===== src/rtl/lms_pkg.sv =====
// rtl/lms_pkg.sv - shared types, constants and saturation helper for the LMS FIR filter
package lms_pkg;

  // Default sample/coefficient width, signed Q1.(DATA_W-1)
  localparam int DATA_W_DEF = 24;

  // Working width for width-reduction arithmetic; wide enough for any legal accumulator
  localparam int WIDE_W = 128;

  typedef enum logic [1:0] {
    IDLE,
    FILTER,
    ERROR,
    UPDATE
  } state_t;

  // Fractional bits of a Q1.(w-1) value
  function automatic int frac_bits(input int w);
    return w - 1;
  endfunction

  // Clamp a wide signed value into the signed range of a w-bit number
  function automatic logic signed [WIDE_W-1:0] lms_sat(input logic signed [WIDE_W-1:0] v,
                                                        input int w);
    logic signed [WIDE_W-1:0] one;
    logic signed [WIDE_W-1:0] hi;
    logic signed [WIDE_W-1:0] lo;
    one = {{(WIDE_W-1){1'b0}}, 1'b1};
    hi  = (one <<< (w - 1)) - one;
    lo  = -(one <<< (w - 1));
    if (v > hi) begin
      return hi;
    end else if (v < lo) begin
      return lo;
    end
    return v;
  endfunction

endpackage


===== src/rtl/lms_mac.sv =====
// rtl/lms_mac.sv - signed multiplier with clearable accumulator, shared by filter and update phases
module lms_mac
  import lms_pkg::*;
#(
  parameter int DATA_W = DATA_W_DEF,
  parameter int ACC_W  = 2 * DATA_W_DEF + 3
) (
  input  logic                       clk,
  input  logic                       reset,
  input  logic                       clr,
  input  logic                       en,
  input  logic signed [DATA_W-1:0]   a,
  input  logic signed [DATA_W-1:0]   b,
  output logic signed [2*DATA_W-1:0] prod,
  output logic signed [ACC_W-1:0]    acc
);

  // Full-precision product; operands sign-extended first so no bits are lost
  assign prod = (2 * DATA_W)'(a) * (2 * DATA_W)'(b);

  // Accumulator: clear has priority so a new sample always starts from zero
  always_ff @(posedge clk or negedge reset) begin
    if (!reset) begin
      acc <= '0;
    end else if (clr) begin
      acc <= '0;
    end else if (en) begin
      acc <= acc + ACC_W'(prod);
    end
  end

endmodule


===== src/rtl/lms_fir_filter.sv =====
// rtl/lms_fir_filter.sv - sequential LMS adaptive FIR; LMS_SATURATE_EN selects clamping over wrap-around
module lms_fir_filter
  import lms_pkg::*;
#(
  parameter int TAPS     = 8,
  parameter int DATA_W   = DATA_W_DEF,
  parameter int MU_SHIFT = 4
) (
  input  logic                     clk,
  input  logic                     reset,
  input  logic signed [DATA_W-1:0] x_in,
  input  logic signed [DATA_W-1:0] d_in,
  input  logic                     in_valid,
  input  logic                     adapt_en,
  output logic signed [DATA_W-1:0] y_out,
  output logic signed [DATA_W-1:0] e_out,
  output logic                     out_valid,
  output logic                     busy,
  output logic                     overrun
);

  localparam int K_W    = $clog2(TAPS);
  localparam int PROD_W = 2 * DATA_W;
  localparam int ACC_W  = PROD_W + $clog2(TAPS);
  localparam int FRAC   = frac_bits(DATA_W);
  localparam logic [K_W-1:0] K_LAST = K_W'(TAPS - 1);

  // Narrow a wide signed result to DATA_W bits: clamp or wrap depending on build
  function automatic logic signed [DATA_W-1:0] reduce(input logic signed [WIDE_W-1:0] v);
    logic signed [WIDE_W-1:0] t;
`ifdef LMS_SATURATE_EN
    t = lms_sat(v, DATA_W);
`else
    t = v;
`endif
    return t[DATA_W-1:0];
  endfunction

  state_t                    state;
  logic [K_W-1:0]            k;
  logic signed [DATA_W-1:0]  x_dl [TAPS];
  logic signed [DATA_W-1:0]  w    [TAPS];
  logic signed [DATA_W-1:0]  d_reg;
  logic signed [DATA_W-1:0]  mac_a;
  logic signed [DATA_W-1:0]  mac_b;
  logic                      mac_clr;
  logic                      mac_en;
  logic                      accept;
  logic signed [PROD_W-1:0]  prod;
  logic signed [ACC_W-1:0]   acc;
  logic signed [DATA_W-1:0]  y_new;
  logic signed [DATA_W-1:0]  e_new;
  logic signed [DATA_W-1:0]  w_new;

  // Operand steering: weights during FILTER, registered error during UPDATE; x tap always
  always_comb begin
    accept  = in_valid && (state == IDLE);
    mac_clr = accept;
    mac_en  = (state == FILTER);
    mac_a   = (state == UPDATE) ? e_out : w[k];
    mac_b   = x_dl[k];
    y_new   = reduce(WIDE_W'(acc >>> FRAC));
    e_new   = reduce(WIDE_W'(d_reg) - WIDE_W'(y_new));
    w_new   = reduce(WIDE_W'(w[k]) + WIDE_W'(prod >>> (FRAC + MU_SHIFT)));
  end

  lms_mac #(
    .DATA_W(DATA_W),
    .ACC_W (ACC_W)
  ) u_mac (
    .clk  (clk),
    .reset(reset),
    .clr  (mac_clr),
    .en   (mac_en),
    .a    (mac_a),
    .b    (mac_b),
    .prod (prod),
    .acc  (acc)
  );

  // Control FSM with tap counter and registered status/result outputs
  always_ff @(posedge clk or negedge reset) begin
    if (!reset) begin
      state     <= IDLE;
      k         <= '0;
      busy      <= 1'b0;
      out_valid <= 1'b0;
      overrun   <= 1'b0;
      y_out     <= '0;
      e_out     <= '0;
    end else begin
      out_valid <= 1'b0;
      if (in_valid && (state != IDLE)) begin
        overrun <= 1'b1;
      end
      case (state)
        IDLE: begin
          if (in_valid) begin
            state <= FILTER;
            k     <= '0;
            busy  <= 1'b1;
          end
        end
        FILTER: begin
          if (k == K_LAST) begin
            state <= ERROR;
            k     <= '0;
          end else begin
            k <= k + 1'b1;
          end
        end
        ERROR: begin
          y_out     <= y_new;
          e_out     <= e_new;
          out_valid <= 1'b1;
          k         <= '0;
          if (adapt_en) begin
            state <= UPDATE;
          end else begin
            state <= IDLE;
            busy  <= 1'b0;
          end
        end
        UPDATE: begin
          if (k == K_LAST) begin
            state <= IDLE;
            busy  <= 1'b0;
            k     <= '0;
          end else begin
            k <= k + 1'b1;
          end
        end
        default: begin
          state <= IDLE;
          busy  <= 1'b0;
        end
      endcase
    end
  end

  // Delay line and desired-sample capture on accept; one weight written per UPDATE cycle
  always_ff @(posedge clk or negedge reset) begin
    if (!reset) begin
      d_reg <= '0;
      for (int i = 0; i < TAPS; i++) begin
        x_dl[i] <= '0;
        w[i]    <= '0;
      end
    end else begin
      if (accept) begin
        d_reg   <= d_in;
        x_dl[0] <= x_in;
        for (int i = 1; i < TAPS; i++) begin
          x_dl[i] <= x_dl[i-1];
        end
      end
      if (state == UPDATE) begin
        w[k] <= w_new;
      end
    end
  end

endmodule

===== config.mk =====
export PLATFORM = sky130hd
export DESIGN_NAME = lms_fir_filter
export DESIGN_NICKNAME = d
export VERILOG_FILES = /design/src/rtl/lms_pkg.sv /design/src/rtl/lms_mac.sv /design/src/rtl/lms_fir_filter.sv
export SDC_FILE = /design/constraint.sdc
export NUM_CORES = 2
export LEC_CHECK = 0
export BUFFER_PORTS_ARGS = -buffer_cell sky130_fd_sc_hd__buf_2
export CORE_MARGIN = 2
export CORE_UTILIZATION = 55
export DETAILED_ROUTE_END_ITERATION = 10
export GPL_TIMING_DRIVEN = 0
export PLACE_DENSITY = 0.71
export REMOVE_ABC_BUFFERS = 1
export SLEW_MARGIN = 5
export SYNTH_ARGS = -nofsm -noshare
export SYNTH_HDL_FRONTEND = slang
export SYNTH_HIERARCHICAL = 1
export SYNTH_SLANG_ARGS = --single-unit
export TNS_END_PERCENT = 20

===== constraint.sdc =====
create_clock -name clk -period 19.8 [get_ports clk]
set_input_delay 4.95 -clock clk [delete_from_list [all_inputs] [get_ports clk]]
set_output_delay 4.95 -clock clk [all_outputs]
set_load 0.05 [all_outputs]

==> results.json <==
{
  "hold_viol_final": 0,
  "std_cell_rows": 108,
  "slowest_stage": "nand4_1",
  "wl_met3_mm": 6.583,
  "dieArea_mm2": 0.08992,
  "worstPathRequired_ns": 20.32,
  "start_kind": "flop",
  "final_util": 0.6000,
  "clk_pin_slew_worst_paths_ns": 0.06,
  "dp_hpwl_mm": 94.29,
  "vias": 35770,
  "grt_max_degree": 113,
  "hp-class": "reg -> reg",
  "wirelength_met1_mm": 52.14,
  "drt-initial-drc-count": 2625,
  "post_cts_resized": 0,
  "insertion_delay_ns": 0.62,
  "grt_pass1_vias": 37010,
  "core_area_mm2": 0.08675,
  "crit_arrival_ns": 13.89,
  "syn_area_mm2": 0.04814,
  "drive_gt1_frac": 0.1176,
  "endpoint_kind": "flop",
  "root_buffer": "clkbuf_16",
  "syn_area_per_cell_um2": 9.679,
  "numClockSinks": 511,
  "routed-wl-met2_mm": 61.41,
  "clock.fmax_mhz": 74.80,
  "final.min_clock_period_ns": 13.37,
  "track_usage": 0.2822,
  "reg_top3": "w (192), x_dl (192), u_mac/acc (47)",
  "cts_buffers": 52,
  "grt_overflow": 0,
  "slew_headroom": 0.07631,
  "critPathKind": "reg -> reg",
  "tightestPinTransition_ns": 1.381,
  "initial_core_util": 0.5549,
  "status": "complete, no violations",
  "drc": 0,
  "synthCells": 4974,
  "maxCapViolCount": 0,
  "io_buffers": 102,
  "min_period_over_period": 0.6752,
  "layout_common_cells": "inv_1, nand2_1, fa_1",
  "cp_max_fo": 32,
  "die_h_um": 299.9,
  "fin_skew_ns": 0.02755,
  "final_antenna_net_count": 0,
  "hold_ws_ns": 0.4720,
  "die_x_um": 299.9,
  "area_growth_pct": 8.114,
  "gp_congestion": 0.9417,
  "first_pass_iters": 6,
  "setup_viol": 0,
  "n_fill_cell": 7453,
  "postCtsHoldBufs": 0,
  "avgViaCountPerCell": 5.823,
  "final_net_count": 5837,
  "highest_layer": "met4",
  "slew_violations": 0,
  "post_cts_buffers": 0,
  "grt_pass1_wl_mm": 201.1,
  "layout_commonest_cell": "inv_1",
  "fin_cells": 6143,
  "slowest_delay_ns": 1.05,
  "cts_tree": "yes",
  "drt_wl_total_mm": 124.5,
  "ios": 103,
  "yosys_warnings": 6,
  "wire_per_inst_um": 20.26,
  "grt_antenna_before_repair": 1,
  "cts_buffer_depth": 3,
  "place_inst": 6037,
  "rsz0062_at_grt": "no",
  "htreeDepth": 2
}
worst max-delay path, delay by kind of cell (launching register included):
kind / cells / cell delay, ns
compound gates: 9 / 2.19
xor+xnor: 1 / 0.52
fa+ha+maj: 9 / 4.30
buf+inv: 9 / 1.53
flops: 1 / 0.58
mux: 1 / 0.17
simple gates: 10 / 3.88
layer usage:
layer  global-route usage  up-vias
met5                    0        -
met4              0.09964        0
met3              0.02927      229
met2               0.4727     1090
met1               0.3843    18320
li1                     -    16130
stage by stage:
step	area, um^2	setup TNS (ns)	worst slack (ns)
after detailed placement	50180	0	6.771
after global placement	48990	-3861.97	-20.85
after CTS	51970	0	6.638
after global routing	52040	0	5.945
final	52050	0	6.430
after floorplan	47030	-1292.00	-6.873
cell type report:
cell class | instances | area [um^2] | share of cell area
multi-input combinational | 3543 | 31940 | 0.6137
sequential | 511 | 12790 | 0.2458
inverter | 657 | 2466 | 0.04738
timing repair buffer | 177 | 1607 | 0.03087
clock buffer | 71 | 1484 | 0.02851
tap | 1155 | 1445 | 0.02776
clock inverter | 25 | 301.5 | 0.005793
antenna | 4 | 10.01 | 0.0001923
path summary, 6_finish.rpt:
| path | start | to | slack, ns | cells after the start |
|---|---|---|---|---|
| max | k[0]$_DFFE_PN0N_ | w[71]$_DFFE_PN0P_ | 6.43 | 39 |
| min | overrun$_DFFE_PN0P_ | overrun$_DFFE_PN0P_ | 0.47 | 1 |
| max reg2reg | k[0]$_DFFE_PN0N_ | w[71]$_DFFE_PN0P_ | 6.43 | 39 |
| min reg2reg | overrun$_DFFE_PN0P_ | overrun$_DFFE_PN0P_ | 0.47 | 1 |
| max in group asynchronous | reset | x_dl[58]$_DFFE_PN0P_ | 13.54 | 4 |
| min in group asynchronous | reset | w[20]$_DFFE_PN0P_ | 4.34 | 1 |
Power is left out: the tool's default activity adds up to more than one toggle a clock period on the data nets, which glitch-free logic cannot reach.
